[src/rtl/speed_regulator.sv]
// speed_regulator: cruise-control target tracking with a rate-limited speed demand
module speed_regulator #(
    parameter int WIDTH     = 8,
    parameter int STEP      = 5,
    parameter int RAMP      = 1,
    parameter int MAX_SPEED = 200,
    parameter int MIN_SPEED = 30
) (
    input  logic             clk,
    input  logic             rst_n,
    input  logic             cmd_valid,
    input  logic [1:0]       cmd,
    output logic             cmd_ready,
    input  logic [WIDTH-1:0] current_speed,
    output logic [WIDTH-1:0] target_speed,
    output logic [WIDTH-1:0] speed_cmd,
    output logic             active,
    output logic             busy,
    output logic             G,
    output logic             Eq,
    output logic             L
);
    localparam logic [1:0] OFF  = 2'd0;
    localparam logic [1:0] HOLD = 2'd1;
    localparam logic [1:0] RAMP_ST = 2'd2;
    localparam logic [1:0] C_SET = 2'd0;
    localparam logic [1:0] C_INC = 2'd1;
    localparam logic [1:0] C_DEC = 2'd2;
    localparam logic [1:0] C_CAN = 2'd3;
    localparam logic [WIDTH-1:0] MAX_W  = WIDTH'(MAX_SPEED);
    localparam logic [WIDTH-1:0] MIN_W  = WIDTH'(MIN_SPEED);
    localparam logic [WIDTH-1:0] STEP_W = WIDTH'(STEP);
    localparam logic [WIDTH-1:0] RAMP_W = WIDTH'(RAMP);
    localparam logic [WIDTH:0]   MAX_X  = (WIDTH+1)'(MAX_SPEED);
    localparam logic [WIDTH:0]   DEC_FLOOR = (WIDTH+1)'(MIN_SPEED + STEP);

    logic [1:0]       state, state_n;
    logic [WIDTH-1:0] target_n, speed_cmd_n;
    logic [WIDTH-1:0] clamp_val, inc_val, dec_val, diff, ramp_val;
    logic [WIDTH:0]   inc_sum;
    logic             accept, up, near, active_n;

    assign cmd_ready = (state != RAMP_ST) || (cmd == C_CAN);
    assign accept    = cmd_valid && cmd_ready;
    assign active    = (state == HOLD) || (state == RAMP_ST);
    assign busy      = (state == RAMP_ST);
    assign active_n  = (state_n == HOLD) || (state_n == RAMP_ST);

    // Arithmetic for the next target and the next ramp step; sums are widened so nothing wraps
    always_comb begin
        clamp_val = current_speed < MIN_W ? MIN_W : current_speed > MAX_W ? MAX_W : current_speed;
        inc_sum   = {1'b0, target_speed} + {1'b0, STEP_W};
        inc_val   = inc_sum > MAX_X ? MAX_W : inc_sum[WIDTH-1:0];
        dec_val   = {1'b0, target_speed} < DEC_FLOOR ? MIN_W : target_speed - STEP_W;
        up        = target_speed > speed_cmd;
        diff      = up ? target_speed - speed_cmd : speed_cmd - target_speed;
        near      = diff <= RAMP_W;
        ramp_val  = near ? target_speed : up ? speed_cmd + RAMP_W : speed_cmd - RAMP_W;
    end

    // Command handling and ramp progression; in RAMP only CANCEL can be accepted, so it wins over completion
    always_comb begin
        state_n     = state;
        target_n    = target_speed;
        speed_cmd_n = speed_cmd;
        case (state)
            OFF, HOLD: begin
                if (accept) begin
                    case (cmd)
                        C_SET: begin
                            target_n    = clamp_val;
                            speed_cmd_n = current_speed;
                            state_n     = clamp_val != current_speed ? RAMP_ST : HOLD;
                        end
                        C_INC: begin
                            target_n = state == HOLD ? inc_val : target_speed;
                            state_n  = state == HOLD && inc_val != target_speed ? RAMP_ST : state;
                        end
                        C_DEC: begin
                            target_n = state == HOLD ? dec_val : target_speed;
                            state_n  = state == HOLD && dec_val != target_speed ? RAMP_ST : state;
                        end
                        default: state_n = OFF;
                    endcase
                end
            end
            RAMP_ST: begin
                if (accept) begin
                    state_n = OFF;
                end else begin
                    speed_cmd_n = ramp_val;
                    state_n     = near ? HOLD : RAMP_ST;
                end
            end
            default: state_n = OFF;
        endcase
    end

    // State, target and demand registers
    always_ff @(posedge clk or negedge rst_n) begin
        if (!rst_n) begin
            state        <= OFF;
            target_speed <= '0;
            speed_cmd    <= '0;
        end else begin
            state        <= state_n;
            target_speed <= target_n;
            speed_cmd    <= speed_cmd_n;
        end
    end

    // Registered target-vs-measured compare, forced low whenever cruise is disengaged
    always_ff @(posedge clk or negedge rst_n) begin
        if (!rst_n) begin
            G  <= 1'b0;
            Eq <= 1'b0;
            L  <= 1'b0;
        end else begin
            G  <= active_n && (target_speed > current_speed);
            Eq <= active_n && (target_speed == current_speed);
            L  <= active_n && (target_speed < current_speed);
        end
    end
endmodule

[config.mk]
export PLATFORM = sky130hd
export DESIGN_NAME = speed_regulator
export DESIGN_NICKNAME = d
export VERILOG_FILES = /design/src/rtl/speed_regulator.sv
export SDC_FILE = /design/constraint.sdc
export NUM_CORES = 1
export LEC_CHECK = 0
export ABC_AREA = 1
export CAP_MARGIN = 20
export CORE_UTILIZATION = 48
export CTS_BUF_LIST = sky130_fd_sc_hd__clkbuf_16
export CTS_CLUSTER_DIAMETER = 60
export DETAILED_ROUTE_END_ITERATION = 7
export PLACE_DENSITY = 0.7
export SLEW_MARGIN = 10
export SYNTH_ARGS = -nofsm -noshare
export SYNTH_HDL_FRONTEND = slang
export SYNTH_SLANG_ARGS = --single-unit
export TNS_END_PERCENT = 10
[constraint.sdc]
create_clock -name clk -period 5.4 [get_ports clk]
set_input_delay 0.81 -clock clk [delete_from_list [all_inputs] [get_ports clk]]
set_output_delay 0.81 -clock clk [all_outputs]
set_load 0.02 [all_outputs]
==> results of run 1 <==
## critical path, stage by stage (launching register included)
cell      delay (ns)
dfrtp_1         0.50
clkinv_1        0.34
ha_1            0.56
nand2_1         0.15
nand3_1         0.13
nand2_1         0.09
nand2_4         0.12
nand2_8         0.12
ha_1            0.36
a21oi_1         0.16
nand2_1         0.09
a21oi_1         0.13
nor2_1          0.05
nor2_1          0.11
xnor2_1         0.15
o211ai_2        0.10
a21oi_1         0.16
## per-stage QoR
stage | hold WS, ns | cell area, um^2
2_1_floorplan | 0.514 | 3190
4_1_cts | 0.578 | 3650
3_3_place_gp | 0.562 | 3570
3_5_place_dp | 0.558 | 3570
5_1_grt | 0.627 | 3680
6_report | 0.576 | 3680
## cells by family after synthesis
family	count (synthesis)	synth area share, %
AND/OR/NAND/NOR	243	33.8
AO/OA/AOI/OAI	85	15.7
adder cells (fa/ha/maj)	43	17.6
buffers and inverters	92	11.7
flip-flops	21	16.5
XOR/XNOR	17	4.67
## placed cells by master, fill, tap and decap left out, types with 5 or more instances in the layout
cell type and n:
nand4_1 12, ha_1 40, clkdlybuf4s50_1 34, o21ai_0 24, nand2_2 12, xor2_1 12, nand3_1 38, dfrtp_1 21
xnor2_1 5, a21oi_1 38, inv_1 79, nand2_1 138, nor2_1 31
## Yosys cell counts, drive strengths merged (2+ instances only)
master / count / area, um^2
xnor2: 5 / 43.8
dfrtp: 21 / 526
nor2: 36 / 153
o211ai: 5 / 42.5
nor3: 2 / 10.0
a21oi: 41 / 216
o21ai: 27 / 146
clkbuf: 4 / 25.0
buf: 3 / 26.3
nand4: 12 / 75.1
o221ai: 2 / 17.5
a22oi: 4 / 30.0
a31o: 2 / 17.5
clkinv: 3 / 11.3
fa: 3 / 60.1
inv: 82 / 310
nand2: 152 / 624
nand3: 39 / 200
xor2: 12 / 105
ha: 40 / 500
nand3b: 2 / 15.0
## worst min-delay path by stage
stage | from | end | slack (ns) | cells past startpoint
after floorplan | rst_n | Eq | 0.51 | 0
after global placement | speed_cmd[7] | speed_cmd[7] | 0.56 | 2
after detailed placement | speed_cmd[7] | speed_cmd[7] | 0.56 | 2
after CTS | speed_cmd[7] | speed_cmd[7] | 0.58 | 2
after global routing | speed_cmd[7] | speed_cmd[7] | 0.63 | 2
final | speed_cmd[7] | speed_cmd[7] | 0.58 | 2
## state kept, by name (all words and copies together), names as in the netlist
| name | count |
|---|---|
| speed_cmd | 8 |
| target_speed | 8 |
| G | 1 |
| L | 1 |
| Eq | 1 |
| state | 2 |
## final cells by class
class	instances	area, um^2	share of cell area, %
clock inverters	1	7.51	0.204
multi-input cells	388	2290	62.1
flip-flops and latches	21	526	14.3
clock buffers	3	75.1	2.04
inverters	85	322	8.73
well taps	77	96.3	2.62
repair buffers	35	368	9.99
## metal layers
metal | GRT usage [%] | up-vias
met3 | 3.46 | 17
met2 | 47.8 | 143
met4 | 5.24 | 0
met1 | 39.7 | 1621
li1 | - | 1687
met5 | 0 | -
==> run metrics, run 1 <==
flop2flop setup slack 2.00 ns; CTS clk-pin slew, worst paths 0.07 ns; Max FO, Critical Path 16; Initial Util 49.9%; gpl congestion 0.944; largest net degree at the start of global routing 22; arrival time worst endpoint 3.58 ns; Syn Nets 557; uppermost layer routed met4; Final Util 57.7%; flop and latch count out of synthesis 21; Detail Route Antenna Nets 0; Hold Fails Final Rpt 0; diode count 0; die width 83.5 um; Die ar. 6970 um^2; H-tree levels 1; port bufs 34; Avg WL per Cell 16.1 um; Min-Delay Path Class register to register; clock root buffer master clkbuf_16; hold_buf cts 0; TritonCTS clock tree yes; vias 3468; worst r2r dst speed_cmd[6]; fin. max-slew vios 0; CP Launch Type register; Area Growth Syn to Fin 15.5%; vias in the first global route 3344; Tmin final 3.40 ns; Max-Slew Margin vs Limit 40.1%; Detailed Routing Iterations Pass 1 5; I/O pins 35; final net count 590; final worst-path cycle share 62.9%; Post-CTS Setup Bufs 0; crit path to speed_cmd[6]; R2R cell count 16; grt ovf 0; WP data required 5.58 ns; Setup crit end kind register; crit path from target_speed[3]; Final HPWL DP 7.82 mm; setup violators final 0; Peak Freq 0.294 GHz; FP Rows 29; WL met1 4.50 mm; Mapped Avg Cell Area 6.36 um^2; clock tree buffer depth 2; total CTS buffers 3; top_reg_cell synth dfrtp_1; actual slew at the worst max-slew pin 0.895 ns; synthesized instance count 501; global-route wire length before repair 16.0 mm; Cell variety after synth 39; Total GRT Usage 28.5%; setup TNS 0 ns; Yosys warnings 0; RSZ-0062 raised after global routing no; status complete, no violations; Final Non-Filler Cells 610; post-route setup slack 2.00 ns; reg-to-reg startpoint target_speed[3]; Via density 5.69; Seq/Total Area, Yosys 16.5%; die height 83.5 um; clk_skew 0.00361 ns; DR iter-0 viols 304; share of cells above drive strength 1 6.75%; clock latency on the worst-skew pair 0.26 ns; EDFF count, synth 0; Post-Place Setup Slack 2.05 ns; routed wire length 9.79 mm; asr flop ratio synth 100%; # DRC 0; clk sinks 21; fill cell count 632; PostCTS Resize Cnt 0; Cells after DPL 605; initial antenna violation count 0; area of the mapped netlist 3190 um^2; Max Cap Viol 0; met3 WL 647 um; Met2 Routed Length 4.52 mm; Placeable Area 6390 um^2; critical path type register to register
Power of run 1 is left out: the tool's default activity adds up to more than one toggle a clock period on the data nets, which glitch-free logic cannot reach.
==> run 2: changes to the inputs <==
==> constraint.sdc (replaced) <==
create_clock -name clk -period 3.5 [get_ports clk]
set_input_delay 0.525 -clock clk [delete_from_list [all_inputs] [get_ports clk]]
set_output_delay 0.525 -clock clk [all_outputs]
set_load 0.02 [all_outputs]
==> run 2 against run 1 <==
Die area did not move. Final cell count grew 2.0%. Global-route usage increased by 0.17 points. Critical path depth stayed put. Utilization grew 1.1 points. First-iteration DRC count shrank 6.3%. Wire length fell by 0.75%. Clock-buffer cell count is the same. Largest cell class unchanged.
==> run metrics, run 2 (synthesis results as in run 1) <==
status complete, no violations; # DRC 0; global-route wire length before repair 16.2 mm; fill cell count 638; die height 83.5 um; vias in the first global route 3300; actual slew at the worst max-slew pin 0.971 ns; Max Cap Viol 0; setup TNS 0 ns; area of the multi-input gates 2290 um^2; Initial Util 49.9%; Total GRT Usage 28.6%; reg-to-reg startpoint target_speed[6]; routed wire length 9.72 mm; Setup crit end kind register; top flop regs speed_cmd: 8 flops, target_speed: 8 flops, state: 2 flops; port bufs 34; PostCTS Resize Cnt 0; H-tree levels 1; FP Rows 29; CTS clk-pin slew, worst paths 0.06 ns; fin. max-slew vios 0; clock latency on the worst-skew pair 0.26 ns; Area Growth Syn to Fin 17.7%; Avg WL per Cell 15.6 um; TritonCTS clock tree yes; Hold EP speed_cmd[7]; Min-Delay Path Class register to register; Detail Route Antenna Nets 0; Max FO, Critical Path 16; initial antenna violation count 0; R2R cell count 16; critical path type register to register; Via density 5.54; Hold Path Origin speed_cmd[7]; total CTS buffers 3; clock root buffer master clkbuf_16; RSZ-0062 raised after global routing no; gpl congestion 0.933; Die ar. 6970 um^2; clk_skew 0.00410 ns; WP data required 3.68 ns; Post-CTS Setup Bufs 0; Peak Freq 0.310 GHz; register area 526 um^2; flop2flop setup slack 0.28 ns; Max-Slew Margin vs Limit 35.1%; Final HPWL DP 7.79 mm; setup violators final 0; grt ovf 0; worst r2r dst speed_cmd[6]; share of cells above drive strength 1 8.81%; arrival time worst endpoint 3.41 ns; clock tree buffer depth 2; vias 3445; Detailed Routing Iterations Pass 1 5; most frequent cells in the layout nand2_1, inv_1, ha_1, nand3_1, a21oi_1; clk sinks 21; CP Launch Type register; I/O pins 35; diode count 0; final worst-path cycle share 92.0%; Placeable Area 6390 um^2; die width 83.5 um; hold_buf cts 0; DR iter-0 viols 285; commonest non-fill, non-tap cell in the layout nand2_1; Hold Fails Final Rpt 0; hold path depth 2; Final Util 58.7%; final net count 602; Tmin final 3.22 ns; largest net degree at the start of global routing 22
## run 2: metrics by stage
step | cells | setup slack [ns] | cell area, um^2 | hold slack [ns]
finish | 622 | 0.279 | 3750 | 0.570
global route | 622 | 0.0219 | 3750 | 0.627
CTS | 622 | 0.312 | 3750 | 0.571
detailed placement | 618 | 0.321 | 3670 | 0.553
global placement | 618 | 0.406 | 3670 | 0.564
floorplan | 501 | 0.488 | 3190 | 0.229
## run 2: worst max-delay path by stage
stage	start	depth (start not counted)	slack [ns]	to
after floorplan	target_speed[5]	16	0.49	speed_cmd[6]
after global placement	target_speed[6]	14	0.41	speed_cmd[7]
after detailed placement	target_speed[6]	16	0.32	speed_cmd[6]
after CTS	target_speed[6]	16	0.31	speed_cmd[6]
after global routing	target_speed[6]	17	0.02	speed_cmd[6]
final	target_speed[6]	16	0.28	speed_cmd[6]
## run 2: critical path, stage by stage (launching register included)
cell and delay [ns]:
dfrtp_1 0.50, clkinv_1 0.30, ha_1 0.50, nand2_2 0.09, nor2_2 0.13, nand2_1 0.10, nand2_4 0.12, nand2_8 0.12
ha_1 0.37, a21oi_1 0.16, nand2_1 0.09, a21oi_1 0.14, nor2_1 0.05, nor2_1 0.10, xnor2_1 0.15, o211ai_2 0.10
a21oi_1 0.14
## run 2: cell type report
type | instances | area share [%]
clock inverters | 1 | 0.133
clock buffers | 3 | 2.00
multi-input cells | 388 | 61.0
repair buffers | 47 | 11.7
well taps | 77 | 2.57
flip-flops and latches | 21 | 14.0
inverters | 85 | 8.58
## run 2: metal layers
layer / vias to the layer above / part of all wire (%) / routed length, um / global-route usage [%]
li1: 1708 / - / - / -
met1: 1582 / 47 / 4530 / 39.7
met2: 133 / 45 / 4340 / 47.8
met3: 22 / 6.1 / 592 / 2.87
met4: 0 / 2.6 / 252 / 7.70
met5: - / 0 / 0 / 0
Power of run 2 is left out for the same reason.
